[src/rtl/cdb_arbiter_pkg.sv]
// Shared CDB definitions: bus widths, requester indices and the broadcast record.
package cdb_arbiter_pkg;

    localparam int CDB_NUM_REQ = 3;
    localparam int CDB_TAG_W   = 3;
    localparam int CDB_DATA_W  = 32;

    localparam int CDB_REQ_ALU = 0;
    localparam int CDB_REQ_BR  = 1;
    localparam int CDB_REQ_LS  = 2;

    typedef struct packed {
        logic                  valid;
        logic [CDB_TAG_W-1:0]  tag;
        logic [CDB_DATA_W-1:0] data;
    } cdb_t;

    // Index width that stays legal for a single requester.
    function automatic int ptr_width(input int n);
        return (n > 1) ? $clog2(n) : 1;
    endfunction

endpackage

[src/rtl/cdb_arbiter_rr_pick.sv]
// Combinational rotate-priority picker: first set request at or after ptr, modulo NUM_REQ.
module rr_pick
    import cdb_arbiter_pkg::*;
#(
    parameter int NUM_REQ = CDB_NUM_REQ,
    parameter int PTR_W   = ptr_width(NUM_REQ)
) (
    input  logic [NUM_REQ-1:0] req,
    input  logic [PTR_W-1:0]   ptr,
    output logic [NUM_REQ-1:0] grant,
    output logic [PTR_W-1:0]   idx,
    output logic               found
);

    logic [PTR_W:0] cand_s;

    // Scan ptr, ptr+1, ... with an explicit wrap so non-power-of-2 counts work.
    always_comb begin
        grant  = {NUM_REQ{1'b0}};
        idx    = {PTR_W{1'b0}};
        found  = 1'b0;
        cand_s = {(PTR_W+1){1'b0}};
        for (int i = 0; i < NUM_REQ; i++) begin
            cand_s = {1'b0, ptr} + (PTR_W+1)'(i);
            if (cand_s >= (PTR_W+1)'(NUM_REQ)) begin
                cand_s = cand_s - (PTR_W+1)'(NUM_REQ);
            end else begin
                cand_s = cand_s;
            end
            for (int j = 0; j < NUM_REQ; j++) begin
                if (!found && req[j] && (cand_s == (PTR_W+1)'(j))) begin
                    grant[j] = 1'b1;
                    idx      = PTR_W'(j);
                    found    = 1'b1;
                end else begin
                    found = found;
                end
            end
        end
    end

endmodule

[src/rtl/cdb_arbiter.sv]
// Round-robin arbiter for the common data bus: grants one FU result per cycle and
// registers it as the broadcast seen by the ROB and reservation stations.
module cdb_arbiter
    import cdb_arbiter_pkg::*;
#(
    parameter int NUM_REQ = CDB_NUM_REQ,
    parameter int TAG_W   = CDB_TAG_W,
    parameter int DATA_W  = CDB_DATA_W
) (
    input  logic                      clk,
    input  logic                      rst,
    input  logic                      flush,
    input  logic [NUM_REQ-1:0]        req_valid,
    input  logic [NUM_REQ*TAG_W-1:0]  req_tag,
    input  logic [NUM_REQ*DATA_W-1:0] req_data,
    output logic [NUM_REQ-1:0]        req_ack,
    output logic                      cdb_valid,
    output logic [TAG_W-1:0]          cdb_tag,
    output logic [DATA_W-1:0]         cdb_data
);

    localparam int PTR_W = ptr_width(NUM_REQ);

    logic [PTR_W-1:0]   rr_ptr_r;
    logic [PTR_W-1:0]   nxt_ptr_s;
    logic [NUM_REQ-1:0] grant_s;
    logic [PTR_W-1:0]   idx_s;
    logic               found_s;
    logic               grant_en_s;
    logic [TAG_W-1:0]   win_tag_s;
    logic [DATA_W-1:0]  win_data_s;
    logic               cdb_valid_r;
    logic [TAG_W-1:0]   cdb_tag_r;
    logic [DATA_W-1:0]  cdb_data_r;

    rr_pick #(
        .NUM_REQ (NUM_REQ),
        .PTR_W   (PTR_W)
    ) u_pick (
        .req   (req_valid),
        .ptr   (rr_ptr_r),
        .grant (grant_s),
        .idx   (idx_s),
        .found (found_s)
    );

    // Reset and flush both suppress the grant so no FU retires a result that is dropped.
    always_comb begin
        grant_en_s = found_s & ~rst & ~flush;
        if (grant_en_s) begin
            req_ack = grant_s;
        end else begin
            req_ack = {NUM_REQ{1'b0}};
        end
    end

    // One-hot AND-OR mux of the winning tag/data and the wrapped successor pointer.
    always_comb begin
        win_tag_s  = {TAG_W{1'b0}};
        win_data_s = {DATA_W{1'b0}};
        for (int i = 0; i < NUM_REQ; i++) begin
            if (grant_s[i]) begin
                win_tag_s  = win_tag_s  | req_tag[i*TAG_W +: TAG_W];
                win_data_s = win_data_s | req_data[i*DATA_W +: DATA_W];
            end else begin
                win_tag_s  = win_tag_s;
                win_data_s = win_data_s;
            end
        end
        if (idx_s == PTR_W'(NUM_REQ-1)) begin
            nxt_ptr_s = {PTR_W{1'b0}};
        end else begin
            nxt_ptr_s = idx_s + PTR_W'(1);
        end
    end

    // Broadcast register; tag/data hold across idle and flushed cycles.
    always_ff @(posedge clk) begin
        if (rst) begin
            cdb_valid_r <= 1'b0;
            cdb_tag_r   <= {TAG_W{1'b0}};
            cdb_data_r  <= {DATA_W{1'b0}};
        end else if (grant_en_s) begin
            cdb_valid_r <= 1'b1;
            cdb_tag_r   <= win_tag_s;
            cdb_data_r  <= win_data_s;
        end else begin
            cdb_valid_r <= 1'b0;
        end
    end

    // Round-robin pointer: restart at FU0 after reset or flush, advance past each winner.
    always_ff @(posedge clk) begin
        if (rst || flush) begin
            rr_ptr_r <= {PTR_W{1'b0}};
        end else if (found_s) begin
            rr_ptr_r <= nxt_ptr_s;
        end else begin
            rr_ptr_r <= rr_ptr_r;
        end
    end

    assign cdb_valid = cdb_valid_r;
    assign cdb_tag   = cdb_tag_r;
    assign cdb_data  = cdb_data_r;

endmodule
[config.mk]
export PLATFORM = sky130hd
export DESIGN_NAME = cdb_arbiter
export DESIGN_NICKNAME = d
export VERILOG_FILES = /design/src/rtl/cdb_arbiter_pkg.sv /design/src/rtl/cdb_arbiter_rr_pick.sv /design/src/rtl/cdb_arbiter.sv
export SDC_FILE = /design/constraint.sdc
export NUM_CORES = 1
export LEC_CHECK = 0
export ABC_CLOCK_PERIOD_IN_PS = 3510
export CAP_MARGIN = 20
export CELL_PAD_IN_SITES_DETAIL_PLACEMENT = 0
export CELL_PAD_IN_SITES_GLOBAL_PLACEMENT = 1
export CORE_MARGIN = 1
export CORE_UTILIZATION = 48
export CTS_CLUSTER_SIZE = 30
export DETAILED_ROUTE_END_ITERATION = 6
export DONT_BUFFER_PORTS = 1
export GPL_TIMING_DRIVEN = 0
export PLACE_DENSITY = 0.87
export SYNTH_ARGS = -nofsm -noshare
export SYNTH_HDL_FRONTEND = slang
export SYNTH_SLANG_ARGS = --single-unit
[constraint.sdc]
create_clock -name clk -period 3.51 [get_ports clk]
set_input_delay 1.053 -clock clk [delete_from_list [all_inputs] [get_ports clk]]
set_output_delay 1.053 -clock clk [all_outputs]
set_load 0.005 [all_outputs]
## Word-level counts from Yosys, hierarchy flattened

Index checks and enable logic that the tools add are counted.

- Bits in registers: 38
- Logic and storage cells: 94

- Add/sub/neg operators: 6
- Bitwise logic cells: 8
- Reduce and logical (&&, ||, !) cells: 29
- Equal/unequal tests: 7
- $lt $le $gt $ge: 3
- Mux-type cells: 37

Operators with widths:

| kind | number |
|---|---|
| $mux W32 | 3 |
| $or A32 B32 Y32 | 2 |
| $mux W3 | 7 |
| $mux W1 | 19 |
| $logic_and A1 B1 Y1 | 17 |
| $mux W2 | 8 |
| $eq A3 B1 Y1 const B | 3 |
| $eq A3 B2 Y1 const B | 3 |
| $logic_not A3 Y1 | 3 |
| $logic_not A1 Y1 | 8 |
| $ge A3 B2 Y1 const B | 2 |
| $or A3 B3 Y3 | 2 |
| $sub A3 B2 Y3 const B | 2 |
| $add A2 B1 Y3 const B | 1 |
| $add A2 B2 Y3 const B | 1 |
| $sub A2 B2 Y3 const B | 1 |
| $add A2 B1 Y2 const B | 1 |
| $and A1 B1 Y1 | 2 |
| $eq A2 B2 Y1 const B | 1 |
| $ge A2 B2 Y1 const B | 1 |
| $not A1 Y1 | 2 |
| $logic_or A1 B1 Y1 | 1 |

## Depth between registers and ports, before layout

Gate-level depths: netlist (run 1).

- Depth after elaboration: 40
- Gate-level depth with buffers: 9

## Hierarchy

From an unflattened synthesis (run 1), not the netlist that was laid out.

- Cell total of the unflattened synthesis: 193
- Area, all modules: 2029.4 um2

By module, submodules not included:

| module | area an instance (um2) | sequential area each (um2) | cells an instance | instances |
|---|---|---|---|---|
| cdb_arbiter | 1886.8 | 760.7 | 174 | 1 |
| rr_pick | 142.6 | 0.0 | 19 | 1 |

## Worst setup path after synthesis (run 1)

Ideal clock, no wire load.

- Path type: input port to output port
- Start: in req_valid[1]
- End: out req_ack[2]
- Arrival time: 1877 ps
- Path buffers: 3
- Data required time: 2457 ps
- Setup slack: 580 ps
- Cell stages on the path: 6
- Path through: and2_1 buf_4 a21oi_1 o2111a_1 buf_6 buf_6

- Cells in the longest elaborated chain, start to end: 34
- Elaborated cells between the ends (all ways): 37
- Those cells by class: mux: 12; bitwise: 2; reduce/logical: 23

Ends and longest elaborated chain:

| item | RTL line | source |
|---|---|---|
| start: declaration | cdb_arbiter.sv:13 | `input logic [NUM_REQ-1:0] req_valid,` |
| $logic_and A1 B1 Y1 (2 in series) | cdb_arbiter_rr_pick.sv:31 | `if (!found && req[j] && (cand_s == (PTR_W+1)'(j))) begin` |
| $mux W1 | cdb_arbiter_rr_pick.sv:31 |  |
| $logic_not A1 Y1 | cdb_arbiter_rr_pick.sv:31 |  |
| $logic_and A1 B1 Y1 (2 in series) | cdb_arbiter_rr_pick.sv:31 |  |
| $mux W1 | cdb_arbiter_rr_pick.sv:31 |  |
| $logic_not A1 Y1 | cdb_arbiter_rr_pick.sv:31 |  |
| $logic_and A1 B1 Y1 (2 in series) | cdb_arbiter_rr_pick.sv:31 |  |
| $mux W1 | cdb_arbiter_rr_pick.sv:31 |  |
| [... 12 more ...] | n/a |  |
| $logic_not A1 Y1 | cdb_arbiter_rr_pick.sv:31 |  |
| $logic_and A1 B1 Y1 (2 in series) | cdb_arbiter_rr_pick.sv:31 |  |
| $mux W1 | cdb_arbiter_rr_pick.sv:31 |  |
| $logic_not A1 Y1 | cdb_arbiter_rr_pick.sv:31 |  |
| $logic_and A1 B1 Y1 (2 in series) | cdb_arbiter_rr_pick.sv:31 |  |
| $mux W1 | cdb_arbiter_rr_pick.sv:31 |  |
| $and A1 B1 Y1 (2 in series) | cdb_arbiter.sv:49 | `grant_en_s = found_s & ~rst & ~flush;` |
| $mux W3 * | cdb_arbiter.sv:50 | `if (grant_en_s) begin` |
| end: declaration | cdb_arbiter.sv:16 | `output logic [NUM_REQ-1:0] req_ack,` |

Mark *: on every way between the ends. The rest lies on a longest branch, timed or not.

## Worst setup path in the final report (run 1)

- Start: reg rr_ptr_r[0]
- End: out req_ack[0]

- Cells in the longest elaborated chain, start to end: 40
- Elaborated cells between the ends (all ways): 59
- Those cells by class: add/sub: 5; order compare: 3; eq/ne: 6; mux: 15; bitwise: 2; reduce/logical: 28

Ends and longest elaborated chain:

| item | RTL line | source |
|---|---|---|
| start: declaration | cdb_arbiter.sv:24 | `logic [PTR_W-1:0] rr_ptr_r;` |
| start signal: assignment | cdb_arbiter.sv:95 | `rr_ptr_r <= {PTR_W{1'b0}};` |
| start signal: assignment | cdb_arbiter.sv:97 | `rr_ptr_r <= nxt_ptr_s;` |
| start signal: assignment | cdb_arbiter.sv:99 | `rr_ptr_r <= rr_ptr_r;` |
| $sub A2 B2 Y3 or $ge A2 B2 Y1 (tied branches) | cdb_arbiter_rr_pick.sv:26, cdb_arbiter_rr_pick.sv:25 |  |
| $mux W3 | cdb_arbiter_rr_pick.sv:25 | `if (cand_s >= (PTR_W+1)'(NUM_REQ)) begin` |
| $logic_not A3 Y1 | cdb_arbiter_rr_pick.sv:31 |  |
| $logic_and A1 B1 Y1 | cdb_arbiter_rr_pick.sv:31 |  |
| $mux W1 | cdb_arbiter_rr_pick.sv:31 |  |
| $logic_not A1 Y1 | cdb_arbiter_rr_pick.sv:31 |  |
| $logic_and A1 B1 Y1 (2 in series) | cdb_arbiter_rr_pick.sv:31 |  |
| $mux W1 | cdb_arbiter_rr_pick.sv:31 |  |
| [... 20 more ...] | n/a |  |
| $logic_not A1 Y1 | cdb_arbiter_rr_pick.sv:31 |  |
| $logic_and A1 B1 Y1 (2 in series) | cdb_arbiter_rr_pick.sv:31 |  |
| $mux W1 | cdb_arbiter_rr_pick.sv:31 |  |
| $logic_not A1 Y1 | cdb_arbiter_rr_pick.sv:31 |  |
| $logic_and A1 B1 Y1 (2 in series) | cdb_arbiter_rr_pick.sv:31 |  |
| $mux W1 | cdb_arbiter_rr_pick.sv:31 |  |
| $and A1 B1 Y1 (2 in series) | cdb_arbiter.sv:49 |  |
| $mux W3 * | cdb_arbiter.sv:50 |  |

Marked as above.

==> results.tsv, run 1 <==
metric	value	unit
status	complete, no violations	
highest clock rate	323.5	MHz
routability-driven placement congestion ratio	0.7552	
final WL	9300	um
Final ANT Viol Nets	0	
FFs w/ async S/R, synth	0	
Slew @ Worst Pin	616.0	ps
most common library cells after synthesis	inv_1 (39), dfxtp_1 (38)	
FILL cells	602	
#FFs+latches synth	38	
io pins	150	
Pwr Total	1091	uW
CTS tree	yes	
Yosys top cell area share	0.2573	
slew margin rel.	0.5871	
HPWL after DPL	6564	um
critical path required time	2460	ps
Rows	28	
All-Layer GR Usage	0.2780	
Initial Utilization	0.4994	
post-CTS sizing	0	
Max Slew Vio Count	0	
Peak VDD IR	203.0	uV
die area	0.006477	sq mm
type of the tightest min-delay check	reg -> reg	
Design Area, Final	0.003127	sq mm
layout cell share with drive strength beyond 1	0.1853	
Area Overhead vs Synth	5.755	%
Final period util	0.8807	
Max FO, Critical Path	10	
Die H	80.48	um
critical path class	reg -> out	
Synthesized Nets	473	
clock tree root driver cell	clkbuf_8	
aggregate global routing overflow	0	
Port Buf Inserts	0	
area post-placement	0.003050	sq mm
count of cell types in the netlist	31	
leading area contributor after synthesis	dfxtp_1	
DR WL/cell	21.04	um
drc violations	0	
cts bufs inserted	5	
Chip Width	80.48	um
CP arrival	2040	ps
drt pass-1 iters	5	
Syn Area/Cell	8.213	sq um
CTS Hold Bufs	0	
clock sink count	38	
Total Neg Setup Slack	0	ps
largest net degree at the start of global routing	11	
Final Setup Violations	0	
initial antenna violation count	0	
via/cell ratio	6.950	
Worst setup EP type	output pin	
EDFF count, synth	0	
Max-cap violations	0	
fin crit period	3091	ps
clock latency on the worst-skew pair	290	ps
sequential share of the synthesized area	0.2573	
Syn Std Cell Area	0.002957	sq mm
# Post-CTS Setup Buffers	0	
core region area	0.005921	sq mm
n_diodes	0	
clk slew on worst S/H paths	80	ps
Nets	480	
Post-synth top flop	dfxtp_1	
Leak Pwr	0.001256	uW
Ys Warns	0	
Critical Path Start Type	flop	
register area	760.7	sq um
first-pass GRT wire length	14070	um
Place WS	470.4	ps
Initial DRC Count	327	
RSZ-0062 raised after global routing	false	
Clock Tree Buf Depth	2	
vias	3072	
PwrDens	348.9	mW/mm^2
final cell utilization of the core	0.5281	
Hold Vio Cnt, Final	0	
area of the multi-input gates	0.001826	sq mm
Final WS setup	418.7	ps
count leader, synth	inv_1	
Worst Clk Skew	4.587	ps
CTS H-tree depth	2	
number of global-route vias before repair	2935	
Syn Inst Count	360	
Area contributors post-synth	dfxtp_1 (26%), o21ba_2 (12%), a22o_1 (10%)	
==> metrics by stage <==
step                hold WS (ps)  cells
finish                     490.1    442
global route               518.4    442
CTS                        489.5    442
detailed placement         475.7    435
global placement           468.9    435
floorplan                  452.7    360
==> final timing paths <==
kind | start | end | slack, ps | depth (start not counted)
setup / recovery | rr_ptr_r[0] | req_ack[0] | 420 | 8
hold / removal | rr_ptr_r[0] | rr_ptr_r[0] | 490 | 2
setup reg to reg | rr_ptr_r[0] | cdb_data[24] | 1310 | 8
hold reg to reg | rr_ptr_r[0] | rr_ptr_r[0] | 490 | 2
==> registers in the layout (all words and copies together), names as in the netlist <==
signal     flops
cdb_data      32
cdb_tag        3
rr_ptr_r       2
cdb_valid      1
==> cells in the final DEF (no fill, tap or decap), types with 2 or more instances in the layout <==
master	count
nor3_2	3
o21ba_2	34
buf_4	3
ha_1	2
or2_2	2
nand4_1	35
a22o_1	35
nor2_1	4
a211oi_1	2
buf_6	4
a31oi_1	35
o2111ai_1	35
inv_1	39
nand2_1	5
and3_1	35
clkbuf_8	5
dfxtp_1	38
buf_2	13
clkbuf_1	25
==> metal layers <==
| layer | global-route usage | vias to the layer above | part of all wire |
|---|---|---|---|
| li1 | - | 1425 | - |
| met2 | 0.4644 | 195 | 0.49 |
| met5 | 0 | - | 0 |
| met3 | 0.08523 | 18 | 0.12 |
| met1 | 0.3367 | 1434 | 0.38 |
| met4 | 0.08750 | 0 | 0.014 |
==> report_power, final <==
group / leakage [uW] / internal (uW) / switching [uW]
combinational: 0.000902 / 133 / 151
clock: 0.0000383 / 137 / 159
sequential: 0.000316 / 478 / 32.8
==> critical path, cell delays in order, from the launching register on <==
cell and delay [ps]:
dfxtp_1 360, inv_1 50, ha_1 360, nor3_2 90, nor4_2 260, buf_4 240
buf_4 190, inv_1 70, nor2_1 130
==> kinds of logic after synthesis <==
kind of cell               synth area share
DFF                                  0.2573
adders and majority gates          0.008462
and+or+nand+nor                      0.1934
AOI/OAI and AO/OA                    0.4156
buffers and inverters                0.1253
==> cell type report <==
| cell class | instances | share of cell area |
|---|---|---|
| flip-flops and latches | 38 | 0.2433 |
| multi-input cells | 239 | 0.5838 |
| inverters | 39 | 0.04682 |
| clock buffers | 7 | 0.02441 |
| plain buffers | 44 | 0.07163 |
| well taps | 75 | 0.03001 |
(Power assumes the default switching activity.)
==> inputs of run 2 (changes only) <==
Settings changed: GPL_TIMING_DRIVEN 0 to unset.
==> run 2 against run 1 <==
Net effect: non-clock buffer count down 34; combinational power decreased by 8.5%; sequential share of layout area rose by 1.0 points; clock power decreased by 2%; register-to-register slack worse by 460 ps; count of clock-buffer cells in the layout stayed put; setup slack worse by 140 ps; largest power group unchanged.
==> results.tsv, run 2 (same netlist as run 1, synthesis figures left out) <==
metric	value	unit	change
slew margin rel.	0.3831		was 0.5871
first-pass GRT wire length	13430	um	was 14,070 um
logic gate share of total power	0.245		was 0.261
switching power total	318.7	uW	was 343.0 uW
Worst Clk Skew	5.293	ps	was 4.587 ps
# Post-CTS Setup Buffers	0		unchanged
DR WL/cell	21.27	um	was 21.04 um
clock sink count	38		unchanged
Leak Pwr	0.001186	uW	was 0.001256 uW
Initial DRC Count	166		was 327
All-Layer GR Usage	0.2610		was 0.2780
CTS tree	yes		unchanged
via/cell ratio	7.083		was 6.950
n_diodes	0		unchanged
vias	2890		was 3,072
delay-heaviest family, CP	simple AND/OR/NAND/NOR gates		was buffers and inverters
routability-driven placement congestion ratio	0.7843		was 0.7552
fin crit period	3233	ps	was 3091 ps
number of global-route vias before repair	2627		was 2,935
HPWL after DPL	5882	um	was 6564 um
Port Buf Inserts	0		unchanged
Die H	80.48	um	unchanged
type of the tightest min-delay check	reg -> reg		unchanged
Final Setup Violations	0		unchanged
Max Slew Vio Count	0		unchanged
critical path class	reg -> out		unchanged
Area Overhead vs Synth	1.397	%	was 5.755%
critical path required time	2460	ps	about the same
placed cell count	401		was 435
most frequent cells in the layout	inv_1 (39), dfxtp_1 (38)		unchanged
highest clock rate	309.3	MHz	was 323.5 MHz
RSZ-0062 raised after global routing	false		unchanged
core region area	0.005921	sq mm	unchanged
switching share of power	0.3006		was 0.3144
Max-cap violations	0		unchanged
CP Cell Sequence	inv_1 > ha_2 > nor3_2 > nor4_4 > buf_4 > inv_1 > nor2_1		was inv_1 > ha_1 > nor3_2 > nor4_2 > buf_4 > buf_4 > inv_1 > nor2_1
die area	0.006477	sq mm	unchanged
slowest CP cell	ha_2		was dfxtp_1
Initial Utilization	0.4994		unchanged
Final ANT Viol Nets	0		unchanged
final WL	8679	um	was 9300 um
number of flip-flops under the largest register name	32		unchanged
status	complete, no violations		unchanged
Reg power frac	0.483		was 0.468
Final WS setup	277.3	ps	was 418.7 ps
max incr delay on CP	510	ps	was 360 ps
Internal Pwr Total	741.5	uW	was 747.9 uW
Clock power frac	0.272		was 0.271
Slew @ Worst Pin	923.2	ps	was 616.0 ps
io pins	150		unchanged
Chip Width	80.48	um	unchanged
Worst setup EP type	output pin		unchanged
Nets	446		was 480
Hold Vio Cnt, Final	0		unchanged
Rows	28		unchanged
clock tree root driver cell	clkbuf_8		unchanged
drt pass-1 iters	5		unchanged
PwrDens	353.6	mW/mm^2	was 348.9 mW/mm^2
most common cell after layout, fill and taps aside	inv_1		unchanged
layout cell share with drive strength beyond 1	0.1772		was 0.1853
aggregate global routing overflow	0		unchanged
post-route insts no fill	408		was 442
CTS H-tree depth	2		unchanged
CP dominant cell by count	inv_1		
drc violations	0		unchanged
Bufs and invs on worst path	3		was 4
cts bufs inserted	5		unchanged
Max FO, Critical Path	20		was 10
CP arrival	2180	ps	was 2040 ps
Clock Tree Buf Depth	2		unchanged
Peak VDD IR	172.8	uV	was 203.0 uV
Final period util	0.9210		was 0.8807
initial antenna violation count	0		unchanged
Place WS	397.2	ps	was 470.4 ps
Total Neg Setup Slack	0	ps	unchanged
largest net degree at the start of global routing	42		was 11
clock latency on the worst-skew pair	280	ps	was 290 ps
Critical Path Start Type	flop		unchanged
clk slew on worst S/H paths	70	ps	was 80 ps
run 2: changes by cell type in the layout (fill, tap and decap cells not counted), moves of 4 or more:
cell,before,now
clkbuf_1,25,2
buf_2,13,0
buf_4,3,10
buf_6,4,0
run 2: worst paths after layout:
| check | startpoint | to | slack, ps | depth (start not counted) |
|---|---|---|---|---|
| max | rr_ptr_r[0] | req_ack[0] | 280 | 7 |
| max reg2reg | rr_ptr_r[0] | cdb_data[29] | 850 | 6 |
| min | rr_ptr_r[1] | rr_ptr_r[1] | 500 | 2 |
| min reg2reg | rr_ptr_r[1] | rr_ptr_r[1] | 500 | 2 |
run 2: metal layers:
layer	wire (um)	vias to the layer above	track usage
li1	-	1357	-
met1	3409	1359	0.3250
met2	4293	166	0.4322
met3	908	8	0.08409
met4	67	0	0.06071
met5	0	-	0
run 2: area by class of cell:
cell class	count	area (sq um)
Timing Repair Buffer	10	75.07
Inverter	39	146.4
Tap cell	75	93.84
Sequential cell	38	760.7
Fill cell	594	2923
Clock buffer	7	76.32
Multi-Input combinational cell	239	1846
run 2: what timing repair did:
action	CTS	global route
hold buffers	0	0
gates resized for setup	0	1
hold endpoints to repair	0	0
setup endpoints to repair	0	2
run 2: power by group through the flow:
stage	sequential (uW)	clock [uW]	combinational [uW]
6_report	512	289	260
5_1_grt	519	315	286
4_1_cts	512	298	258
3_5_place_dp	522	0	257
3_3_place_gp	520	0	252
2_1_floorplan	514	0	227
run 2: metrics by stage:
step	hold WS (ps)	util	instance area, sq um	power, uW
floorplan	452.7	-	2957	740.5
detailed placement	484.6	0.4930	2919	779.0
CTS	496.7	0.5059	2995	1068
global route	514.3	0.5063	2998	1119
global placement	485.4	0.4930	2919	771.7
finish	496.6	0.5063	2998	1060
run 2: tightest hold or removal path, cell delays in order, from the launching register on:
cell and delay, ps:
dfxtp_1 330, nand2_1 60, a211oi_1 60
==> inputs of run 3 (changes only) <==
Settings changed: ABC_CLOCK_PERIOD_IN_PS 3510 to 3150, CORE_UTILIZATION 48 to 45, PLACE_DENSITY 0.87 to 0.82.
Clock period 3.51 ns to 3.15 ns, I/O delays scaled along.
==> run 3 against run 2 <==
Net effect: sequential power grew 11%; setup slack gained 64 ps; global-route usage shrank 0.85 points; die area grew 6.5%; clock skew is essentially flat; final cell count grew 1.5%; first-iteration DRC count grew 84%; flip-flop and latch count is the same; critical endpoint is now req_ack[2].
==> results.tsv, run 3 (same netlist as run 1, synthesis figures left out) <==
metric	value	unit	change
Worst R2R Path Depth	7		was 6
delay-heaviest family, CP	simple AND/OR/NAND/NOR gates		unchanged
via/cell ratio	7.060		was 7.083
HPWL after DPL	6068	um	was 5882 um
Total Neg Setup Slack	0	ps	unchanged
placed cell count	406		was 401
n_diodes	0		unchanged
Initial Utilization	0.4656		was 0.4994
Bufs and invs on worst path	1		was 3
critical path class	reg -> out		unchanged
max incr delay on CP	380	ps	was 510 ps
Max FO, Critical Path	6		was 20
Nets	449		was 446
Clock Tree Buf Depth	2		unchanged
Area Overhead vs Synth	2.666	%	was 1.397%
most frequent cells in the layout	inv_1 (39), dfxtp_1 (38)		unchanged
slowest CP cell	ha_1		was ha_2
DR WL/cell	21.85	um	was 21.27 um
status	complete, no violations		unchanged
die area	0.006898	sq mm	was 0.006477 sq mm
CTS H-tree depth	2		unchanged
cts bufs inserted	5		unchanged
slew margin rel.	0.5020		was 0.3831
vias	2923		was 2,890
number of flip-flops under the largest register name	32		unchanged
fin crit period	2809	ps	
Pwr Total	1226	uW	was 1060 uW
number of global-route vias before repair	2718		was 2,627
clock latency on the worst-skew pair	290	ps	was 280 ps
PwrDens	404.0	mW/mm^2	was 353.6 mW/mm^2
logic gate share of total power	0.241		was 0.245
hold depth	2		unchanged
Critical Path Start Type	flop		unchanged
highest clock rate	356.0	MHz	
Slew @ Worst Pin	744.5	ps	was 923.2 ps
clock tree root driver cell	clkbuf_8		unchanged
initial antenna violation count	0		unchanged
CTS Hold Bufs	0		unchanged
most common cell after layout, fill and taps aside	inv_1		unchanged
Leak Pwr	0.001211	uW	was 0.001186 uW
Port Buf Inserts	0		unchanged
Worst path depth	5		was 7
Clock power frac	0.295		was 0.272
Final period util	0.8917		
Worst setup EP type	output pin		unchanged
Internal Pwr Total	853.2	uW	was 741.5 uW
CTS tree	yes		unchanged
Rows	29		was 28
io pins	150		unchanged
Chip Width	83.06	um	was 80.48 um
core region area	0.006350	sq mm	was 0.005921 sq mm
switching power total	373.1	uW	was 318.7 uW
Final ANT Viol Nets	0		unchanged
CP arrival	1860	ps	was 2180 ps
routability-driven placement congestion ratio	0.8031		was 0.7843
# Post-CTS Setup Buffers	0		unchanged
drc violations	0		unchanged
post-CTS sizing	0		unchanged
type of the tightest min-delay check	reg -> reg		unchanged
Initial DRC Count	306		was 166
Final Setup Violations	0		unchanged
first-pass GRT wire length	14260	um	was 13,430 um
drt pass-1 iters	5		unchanged
All-Layer GR Usage	0.2525		was 0.2610
final WL	9045	um	was 8679 um
clock sink count	38		unchanged
clk slew on worst S/H paths	80	ps	was 70 ps
Min Hold Slack	488.0	ps	was 496.6 ps
Die H	83.06	um	was 80.48 um
Max-cap violations	0		unchanged
Peak VDD IR	190.3	uV	was 172.8 uV
CP Cell Sequence	inv_1 > ha_1 > nor3_2 > nor4_4 > o2111a_1		was inv_1 > ha_2 > nor3_2 > nor4_4 > buf_4 > inv_1 > nor2_1
Hold Vio Cnt, Final	0		unchanged
largest net degree at the start of global routing	42		unchanged
RSZ-0062 raised after global routing	false		unchanged
aggregate global routing overflow	0		unchanged
post-route insts no fill	414		was 408
Max Slew Vio Count	0		unchanged
Reg power frac	0.464		was 0.483
layout cell share with drive strength beyond 1	0.1869		was 0.1772
switching share of power	0.3042		was 0.3006
critical path required time	2200	ps	was 2460 ps
Worst Clk Skew	5.205	ps	was 5.293 ps
## run 3: cell count changes in the layout (fill, tap and decap cells not counted), sizes merged
cell | before | now
buf | 10 | 13
clkinv | 0 | 1
## run 3: worst min-delay path, delay by kind of cell (launching register included)
kind	cells	cell delay (ps)
flip-flops	1	330
AND/OR/NAND/NOR	1	60
AO/OA/AOI/OAI	1	60
## run 3: path summary, 6_finish.rpt
kind	startpoint	slack [ps]	to
worst min-delay path	rr_ptr_r[1]	490	rr_ptr_r[1]
worst max-delay path	rr_ptr_r[0]	340	req_ack[2]
worst min register to register	rr_ptr_r[1]	490	rr_ptr_r[1]
worst max register to register	rr_ptr_r[0]	750	cdb_data[23]
## run 3: per-layer routing
layer  vias to the layer above  GRT usage  share of wire
met5                         -          0              0
met2                       171     0.4255           0.48
met1                      1386     0.3098           0.39
met3                         7    0.08946           0.12
met4                         0    0.05172         0.0096
li1                       1359          -              -
## run 3: through the flow
stage,util,setup slack (ps),area [sq um]
after floorplan,-,435.5,2957
after global placement,0.4636,573.2,2944
after detailed placement,0.4636,553.2,2944
after CTS,0.4780,314.9,3035
after global routing,0.4780,204.2,3035
final,0.4780,341.2,3035
## run 3: final cells by class
| class | count | area, sq um |
|---|---|---|
| timing repair buffer | 13 | 97.59 |
| inverter | 39 | 146.4 |
| multi-input combinational | 239 | 1843 |
| tap | 77 | 96.34 |
| clock buffer | 7 | 86.33 |
| fill | 651 | 3314 |
| sequential | 38 | 760.7 |
| clock inverter | 1 | 5.005 |
## run 3: power groups by stage
stage               clock network [uW]  registers [uW]  logic [uW]
floorplan                            0             572         253
global placement                     0             580         285
detailed placement                   0             581         292
CTS                                373             570         293
global route                       387             575         324
finish                             362             569         295
